**config.mk**
```make
export PLATFORM = sky130hd
export DESIGN_NAME = cache_fill_ctrl
export DESIGN_NICKNAME = d
export VERILOG_FILES = /design/src/rtl/cache_pkg.sv /design/src/rtl/fill_word_counter.sv /design/src/rtl/cache_fill_ctrl.sv
export SDC_FILE = /design/constraint.sdc
export NUM_CORES = 1
export LEC_CHECK = 0
export BUFFER_PORTS_ARGS = -buffer_cell sky130_fd_sc_hd__buf_2
export CAP_MARGIN = 0
export CORE_UTILIZATION = 40
export CTS_CLUSTER_DIAMETER = 120
export CTS_CLUSTER_SIZE = 20
export DETAILED_ROUTE_END_ITERATION = 10
export PLACE_DENSITY = 0.72
export SYNTH_ARGS = -nofsm -noshare
export SYNTH_HDL_FRONTEND = slang
export SYNTH_SLANG_ARGS = --single-unit
```
**constraint.sdc**
```tcl
create_clock -name clk -period 2 [get_ports clk]
set_clock_uncertainty 0.1 [all_clocks]
set_input_delay 0.3 -clock clk [delete_from_list [all_inputs] [get_ports clk]]
set_output_delay 0.3 -clock clk [all_outputs]
set_load 0.02 [all_outputs]
```
**src/rtl/cache_pkg.sv**
```systemverilog
// Shared definitions for the L1 cache-line fill controller.
//   - fill_state_e : fill FSM state encoding (IDLE / REQ / DRAIN)
//   - clog2()      : elaboration-time ceiling log2 used to size indices
//   - CACHE_*      : default address/data/line geometry
package cache_pkg;

  localparam int CACHE_ADDR_W = 16;
  localparam int CACHE_DATA_W = 16;
  localparam int CACHE_WORDS  = 8;

  typedef enum logic [1:0] {
    IDLE  = 2'd0,  // waiting for a miss
    REQ   = 2'd1,  // issuing one word read per cycle
    DRAIN = 2'd2   // all reads issued, collecting outstanding responses
  } fill_state_e;

  // Smallest r with 2**r >= value (returns 0 for value <= 1).
  function automatic int clog2(input int value);
    int r;
    r = 0;
    for (int i = 0; i < 31; i++) begin
      if ((1 << i) < value) begin
        r = i + 1;
      end
    end
    return r;
  endfunction

endpackage

```
**src/rtl/fill_word_counter.sv**
```systemverilog
// Word counter for the fill controller (one instance for requests, one for
// responses).
//   clk, rst : clock / asynchronous active-low reset
//   clr      : synchronous clear (start of a new fill), wins over en
//   en       : count one word
//   start    : first word index of the line (critical word or 0)
//   count    : words counted so far, one bit wider so WORDS is representable
//   idx      : (start + count) mod WORDS, the word index to use this cycle
module fill_word_counter #(
  parameter int IDX_W = 3
) (
  input  logic             clk,
  input  logic             rst,
  input  logic             clr,
  input  logic             en,
  input  logic [IDX_W-1:0] start,
  output logic [IDX_W:0]   count,
  output logic [IDX_W-1:0] idx
);

  logic [IDX_W:0] count_reg;

  always_ff @(posedge clk or negedge rst) begin
    if (!rst) begin
      count_reg <= '0;
    end else if (clr) begin
      count_reg <= '0;
    end else if (en) begin
      count_reg <= count_reg + {{IDX_W{1'b0}}, 1'b1};
    end
  end

  assign count = count_reg;
  // Truncating add gives the modulo-WORDS wrap for free.
  assign idx   = start + count_reg[IDX_W-1:0];

endmodule

```
**src/rtl/cache_fill_ctrl.sv**
```systemverilog
// Cache-line fill controller between the L1 tag/data arrays and the shared
// memory port. Requests for a whole line are issued on back-to-back cycles
// (optionally critical word first); in-order responses of any latency are
// written into the data array as they arrive.
//   clk, rst          : clock / asynchronous active-low reset
//   miss_detected     : miss this cycle, accepted only in IDLE
//   miss_addr         : missing byte address, latched on acceptance
//   mem_data_vld      : one returned word this cycle (request order)
//   mem_data          : returned word
//   mem_req           : read request to mem_address this cycle
//   mem_address       : read byte address (0 when no request)
//   fsm_busy          : fill in progress, pipeline stall
//   write_data_array  : write fill_data to the word selected by word_sel
//   word_sel          : one-hot word enable (0 when not writing)
//   fill_data         : mem_data passthrough
//   write_tag_array   : write tag/valid, with the last word only
//   fill_done         : one-cycle completion pulse, with the last word
module cache_fill_ctrl
  import cache_pkg::*;
#(
  parameter int ADDR_W     = CACHE_ADDR_W,
  parameter int DATA_W     = CACHE_DATA_W,
  parameter int WORDS      = CACHE_WORDS,
  parameter int BYTE_OFF_W = 1,
  parameter int CWF        = 1
) (
  input  logic              clk,
  input  logic              rst,
  input  logic              miss_detected,
  input  logic [ADDR_W-1:0] miss_addr,
  input  logic              mem_data_vld,
  input  logic [DATA_W-1:0] mem_data,
  output logic              mem_req,
  output logic [ADDR_W-1:0] mem_address,
  output logic              fsm_busy,
  output logic              write_data_array,
  output logic [WORDS-1:0]  word_sel,
  output logic [DATA_W-1:0] fill_data,
  output logic              write_tag_array,
  output logic              fill_done
);

  localparam int IDX_W = clog2(WORDS);
  localparam int OFF_W = IDX_W + BYTE_OFF_W;
  localparam int CNT_W = IDX_W + 1;
  localparam logic [CNT_W-1:0] LAST_CNT = CNT_W'(WORDS - 1);

  fill_state_e       state_reg, state_next;
  logic [ADDR_W-1:0] base_reg;
  logic [IDX_W-1:0]  start_reg;
  logic [ADDR_W-1:0] base_next;
  logic [IDX_W-1:0]  start_next;

  logic              accept;
  logic              resp_fire;
  logic [CNT_W-1:0]  rq_count, rs_count;
  logic [IDX_W-1:0]  rq_idx, rs_idx;

  assign base_next  = {miss_addr[ADDR_W-1:OFF_W], {OFF_W{1'b0}}};
  assign start_next = (CWF != 0) ? miss_addr[OFF_W-1:BYTE_OFF_W] : '0;

  always_ff @(posedge clk or negedge rst) begin
    if (!rst) begin
      state_reg <= IDLE;
      base_reg  <= '0;
      start_reg <= '0;
    end else begin
      state_reg <= state_next;
      if (accept) begin
        base_reg  <= base_next;
        start_reg <= start_next;
      end
    end
  end

  fill_word_counter #(.IDX_W(IDX_W)) u_rq_cnt (
    .clk   (clk),
    .rst   (rst),
    .clr   (accept),
    .en    (mem_req),
    .start (start_reg),
    .count (rq_count),
    .idx   (rq_idx)
  );

  fill_word_counter #(.IDX_W(IDX_W)) u_rs_cnt (
    .clk   (clk),
    .rst   (rst),
    .clr   (accept),
    .en    (resp_fire),
    .start (start_reg),
    .count (rs_count),
    .idx   (rs_idx)
  );

  always_comb begin
    state_next       = state_reg;
    accept           = 1'b0;
    mem_req          = 1'b0;
    resp_fire        = 1'b0;
    write_data_array = 1'b0;
    write_tag_array  = 1'b0;
    fill_done        = 1'b0;
    case (state_reg)
      IDLE: begin
        if (miss_detected) begin
          accept     = 1'b1;
          state_next = REQ;
        end
      end
      REQ: begin
        mem_req = 1'b1;
        // A response beyond the line length can never be written.
        resp_fire = mem_data_vld && !rs_count[IDX_W];
        if (rq_count == LAST_CNT) begin
          state_next = DRAIN;
        end
      end
      DRAIN: begin
        resp_fire = mem_data_vld && !rs_count[IDX_W];
      end
      default: begin
        state_next = IDLE;
      end
    endcase
    if (resp_fire) begin
      write_data_array = 1'b1;
      // Last word: publish the tag in the same cycle and finish, even if
      // that coincides with the final request.
      if (rs_count == LAST_CNT) begin
        write_tag_array = 1'b1;
        fill_done       = 1'b1;
        state_next      = IDLE;
      end
    end
  end

  assign mem_address = mem_req ? (base_reg | (ADDR_W'(rq_idx) << BYTE_OFF_W)) : '0;

  for (genvar gi = 0; gi < WORDS; gi++) begin : g_word_sel
    assign word_sel[gi] = write_data_array && (rs_idx == IDX_W'(gi));
  end

  // These two depend on live inputs, so they are gated by reset to keep every
  // output at 0 while the controller is held in reset.
  assign fsm_busy  = rst && ((state_reg != IDLE) || miss_detected);
  assign fill_data = rst ? mem_data : '0;

endmodule

```
=== Yosys cells after proc, flatten, opt, wreduce, memory -nomap -nowiden ===
Index checks and enable logic that the tools add are counted.

* Register bits: 25
* Latch bits: 0
* RAM bits: 0
* Memory bits (read-only): 0
* Input bits: 36
* Output and inout port bits: 45
* Word-level logic and storage cells: 57
* Memories: 0

* Add/subtract/negate cells: 4
* Multipliers: 0
* Divide/modulo/power cells: 0
* Order comparisons: 0
* Eq/ne operators: 11
* Shift-type cells: 0
* Muxes and demuxes: 18
* Bitwise logic cells: 1
* Reduce and logical (&&, ||, !) cells: 18

{| class="wikitable"
|+ Operators with widths
! cell !! count
|-
| $mux W16 || 2
|-
| $mux W4 || 4
|-
| $or A16 B4 Y16 || 1
|-
| $eq A3 B3 Y1 const B || 4
|-
| $logic_and A1 B1 Y1 || 10
|-
| $add A4 B1 Y4 const B || 2
|-
| $eq A4 B3 Y1 const B || 2
|-
| $mux W2 || 4
|-
| $mux W1 || 7
|-
| $add A3 B3 Y3 || 2
|-
| $eq A3 B2 Y1 const B || 2
|-
| $pmux W2 S3 || 1
|-
| $reduce_bool A2 Y1 || 3
|-
| $eq A3 B1 Y1 const B || 1
|-
| $logic_not A3 Y1 || 1
|-
| $eq A2 B1 Y1 const B || 1
|-
| $eq A2 B2 Y1 const B || 1
|-
| $logic_not A2 Y1 || 1
|-
| $reduce_or A2 Y1 || 1
|-
| $logic_not A1 Y1 || 1
|-
| $logic_or A1 B1 Y1 || 1
|}

=== Logic depth before layout (Yosys ltp) ===
* Depth after elaboration: 5
* Mapped depth: 7

=== Modules after synthesis ===
Synthesis repeated with hierarchy kept, for this count alone.

* Cells, all modules: 141
* Area, all modules: 1,549.0 um^2

{| class="wikitable"
|+ By module, submodules not included
! module !! instances !! cells each !! area an instance (um^2)
|-
| cache_fill_ctrl || 1 || 101 || 1,063.5
|-
| fill_word_counter || 2 || 20 || 242.7
|}

=== Worst setup path after synthesis ===
Ideal clock, no wire load.

* Path type: register to output
* From: register u_rs_cnt.count_reg[0], in the netlist u_rs_cnt.count[0]
* To: output word_sel[4]
* Arrival time: 1,987 ps
* Data required time: 1,600 ps
* Slack: -387 ps
* Cell stages (with the launch flop): 6
* Cells stage by stage: dfrtp_1 -> ha_1 -> fa_1 -> xnor2_1 -> xor2_1 -> nor4_1

* Cells in the longest elaborated chain, start to end: 3

{| class="wikitable"
|+ Ends and longest elaborated chain
! element !! RTL line !! source
|-
| from (decl) || fill_word_counter.sv:21 || <nowiki>logic [IDX_W:0] count_reg;</nowiki>
|-
| from (signal assigned) || fill_word_counter.sv:29 || <nowiki>count_reg <= count_reg + {{IDX_W{1'b0}}, 1'b1};</nowiki>
|-
| $add A3 B3 Y3 || fill_word_counter.sv:35 || <nowiki>assign idx = start + count_reg[IDX_W-1:0];</nowiki>
|-
| $eq A3 B3 Y1 || cache_fill_ctrl.sv:141 || <nowiki>assign word_sel[gi] = write_data_array && (rs_idx == IDX_W'(gi));</nowiki>
|-
| $logic_and A1 B1 Y1 || cache_fill_ctrl.sv:141 ||
|-
| to (decl) || cache_fill_ctrl.sv:37 || <nowiki>output logic [WORDS-1:0] word_sel,</nowiki>
|}

Every way passes these cells.

=== Worst setup path after layout ===
* From: register start_reg[0]
* To: output word_sel[4]

* Cells in the longest elaborated chain, start to end: 3

{| class="wikitable"
|+ Ends and longest elaborated chain
! element !! RTL line !! source
|-
| from (decl) || cache_fill_ctrl.sv:50 || <nowiki>logic [IDX_W-1:0] start_reg;</nowiki>
|-
| from (signal assigned) || cache_fill_ctrl.sv:71 || <nowiki>start_reg <= start_next;</nowiki>
|-
| $add A3 B3 Y3 || fill_word_counter.sv:35 ||
|-
| $eq A3 B3 Y1 || cache_fill_ctrl.sv:141 ||
|-
| $logic_and A1 B1 Y1 || cache_fill_ctrl.sv:141 ||
|}

Every way passes these cells.

==> impl_metrics.tcl <==
set metrics [dict create \
    p_per_area_nw_per_um2 1710 \
    htreeDepth 1 \
    finalCritPeriodShare_pct 121 \
    routed_wl_um 3620 \
    grt_pass1_vias 1411 \
    clockRootBuffer "clkbuf_8" \
    setup_violations 10 \
    period_minus_slack_ns 2.43 \
    synth_mux_area_share_pct 0.651 \
    core_um2 3660 \
    die_h_um 64.0 \
    status "finished with violations" \
    leakagePower_nw 1.24 \
    syn2layout_area_growth_pct 52.3 \
    path_clk_slew_ns 0.08 \
    vias 1453 \
    routedWlPerCell_um 11.5 \
    synthesis.area_um2 1540 \
    die_area_um2 4090 \
    dp_hpwl_um 2640 \
    synth_warnings 0 \
    pin_count 81 \
    relSlewSlack_pct 65.1 \
    worstSetupEndpointType "output port" \
    critPathArrivalTime_ns 2.03 \
    synth_top_area_cell "dfrtp_1" \
    overflow 0 \
    ys_types 33 \
    fp.dieW_um 64.0 \
    avgSynthCellArea_um2 8.63 \
    post-route-worst-setup-slack_ns -0.428 \
    fin_area_um2 2340 \
    largest_reg_flops 12 \
    synth_async_sr_flop_share_pct 100 \
    synthTopCellsByCount "nand2_1, and2_1, dfrtp_1" \
    rsz0062_at_grt "true" \
    grt_use_total_pct 19.5 \
    crit_type "reg2out" \
    synth_xor_area_share_pct 5.70 \
    antenna_found_initial 0 \
    maxCapViolCount 0 \
    nets 314 \
    clock_latency_ns 0.27 \
    ys_ff_latch 25 \
    finalNonFillerCells 315 \
    numCtsBuffers 3 \
    synth_top_family_by_area "simple AND/OR/NAND/NOR gates" \
    r2r_slack_ns 0.28 \
    crit_fanout 2 \
    vdd_drop_max_mv 1.02 \
    synth_most_common_cell "nand2_1" \
    power.total_mw 4.01 \
    grt_pass1_wl_um 6280 \
    drv_slew 0 \
    cts_sinks 25 \
    r2r_start "state_reg[1]$_DFF_PN0_" \
    synth_area_leaders "dfrtp_1, and2_1, nand2_1" \
    start_util_pct 42.0 \
    port_buffers 78 \
    diodes 0 \
    remaining_drc_errors 0 \
    reg2reg_depth 8 \
    drt_first_pass_iters 4 \
    clockBufferDepth 2 \
    dp_cells 306 \
    synthCells 178 \
    drt_first_iter_violations 55 \
    failed_checks "negative setup slack" \
    synthAdderAreaFrac_pct 9.12 \
    tightest_slew_ns 0.522 \
    place_area_um2 2140 \
    vias_per_cell 4.61 \
    hold_path.class "in2async" \
    yosysSeqAreaShare_pct 40.7 \
    max_freq_mhz 412 \
    syn_nets 224 \
    hold_viol 0 \
    synth_compound_area_share_pct 4.23 \
    synth.top_cell.area_share_pct 40.7 \
    place_congestion 0.740 \
    layout-drive-gt1-share_pct 46.4 \
    yosys.area_share.simple_pct 34.0 \
    synth_edf_count 0 \
    antenna_left 0 \
    r2r-end "state_reg[1]$_DFF_PN0_" \
    synth_flop_cell "dfrtp_1" \
    critPathLaunchType "flip-flop" \
    rows 22 \
    cts_tree "yes" \
    grt_max_degree 25 \
    worstPathRequired_ns 1.60 \
]
placed cells by master, fill, tap and decap left out, types with 2 or more instances in the layout:
cell type,count
a31oi_1,2
fa_2,2
nor4_4,2
buf_6,10
ha_1,4
nor2_2,2
nor2_4,2
ha_4,3
and2_1,31
nor2_1,8
nand2_1,48
clkbuf_8,3
buf_4,14
inv_1,3
buf_2,70
inv_2,3
dfrtp_1,25
nand3b_1,2
xor2_1,4
nor3_4,2
o21ai_0,2
xnor2_1,3
report_power, final:
part | switching [mW] | leakage, nW | total (mW) | internal (mW)
logic | 1.55 | 0.903 | 2.80 | 1.25
registers | 0.180 | 0.316 | 0.914 | 0.734
clock network | 0.150 | 0.0228 | 0.292 | 0.142
total | 1.88 | 1.24 | 4.01 | 2.13
area by class of cell:
type,count,area [um^2]
fillers,341,1320
multi-input cells,136,1000
repair buffers,95,578
well taps,48,60.1
inverters,7,28.8
flip-flops and latches,25,626
clock buffers,4,45.0
worst max-delay path: stages, from the launching register on:
cell and delay [ns]:
dfrtp_1 0.39, ha_2 0.19, fa_2 0.40, xnor2_4 0.24, xor2_4 0.11, buf_6 0.14
nor4_4 0.11, buf_4 0.17
per-layer routing:
metal  part of all wire [%]  vias up  GRT usage (%)  wire (um)
met2                     54       39           35.4       1950
met1                     42      671           24.1       1520
met5                      0        -              0          0
met4                   0.94        0           5.68         34
li1                       -      736              -          -
met3                    3.4        7           2.32        123
metrics by stage:
step	setup slack, ns	hold WS, ns	setup TNS [ns]	utilization [%]
after floorplan	-0.0819	-0.0956	-0.386	-
after global placement	-0.177	0.139	-0.915	58.4
after detailed placement	-0.201	0.147	-1.13	58.4
after CTS	-0.439	0.112	-3.77	62.1
after global routing	-0.535	0.128	-4.64	63.9
final	-0.428	0.100	-3.55	63.9
logic make-up after synthesis:
logic type | after synthesis
compound gates | 9
xor+xnor | 10
fa+ha+maj | 10
buf+inv | 17
flops | 25
mux | 1
other cells | 1
simple gates | 105
worst max-delay path by stage:
stage / startpoint / to / slack (ns) / cells past startpoint
final: start_reg[0]$_DFFE_PN0P_ / word_sel[4] / -0.43 / 7
after global routing: u_rs_cnt.count[0]$_DFFE_PN0P_ / word_sel[2] / -0.53 / 6
after global placement: start_reg[0]$_DFFE_PN0P_ / word_sel[4] / -0.18 / 7
after floorplan: u_rs_cnt.count[0]$_DFFE_PN0P_ / word_sel[0] / -0.08 / 5
after CTS: start_reg[0]$_DFFE_PN0P_ / word_sel[4] / -0.44 / 7
after detailed placement: start_reg[0]$_DFFE_PN0P_ / word_sel[4] / -0.20 / 7
repair_timing:
item / in CTS / in global routing
cloned: 0 / 0
pin swaps: 6 / 3
hold endpoints to repair: 8 / 0
setup buffers: 3 / 2
hold buffers: 1 / 0
gates resized for setup: 20 / 11
setup endpoints to repair: 26 / 24
(Power assumes the default switching activity.)
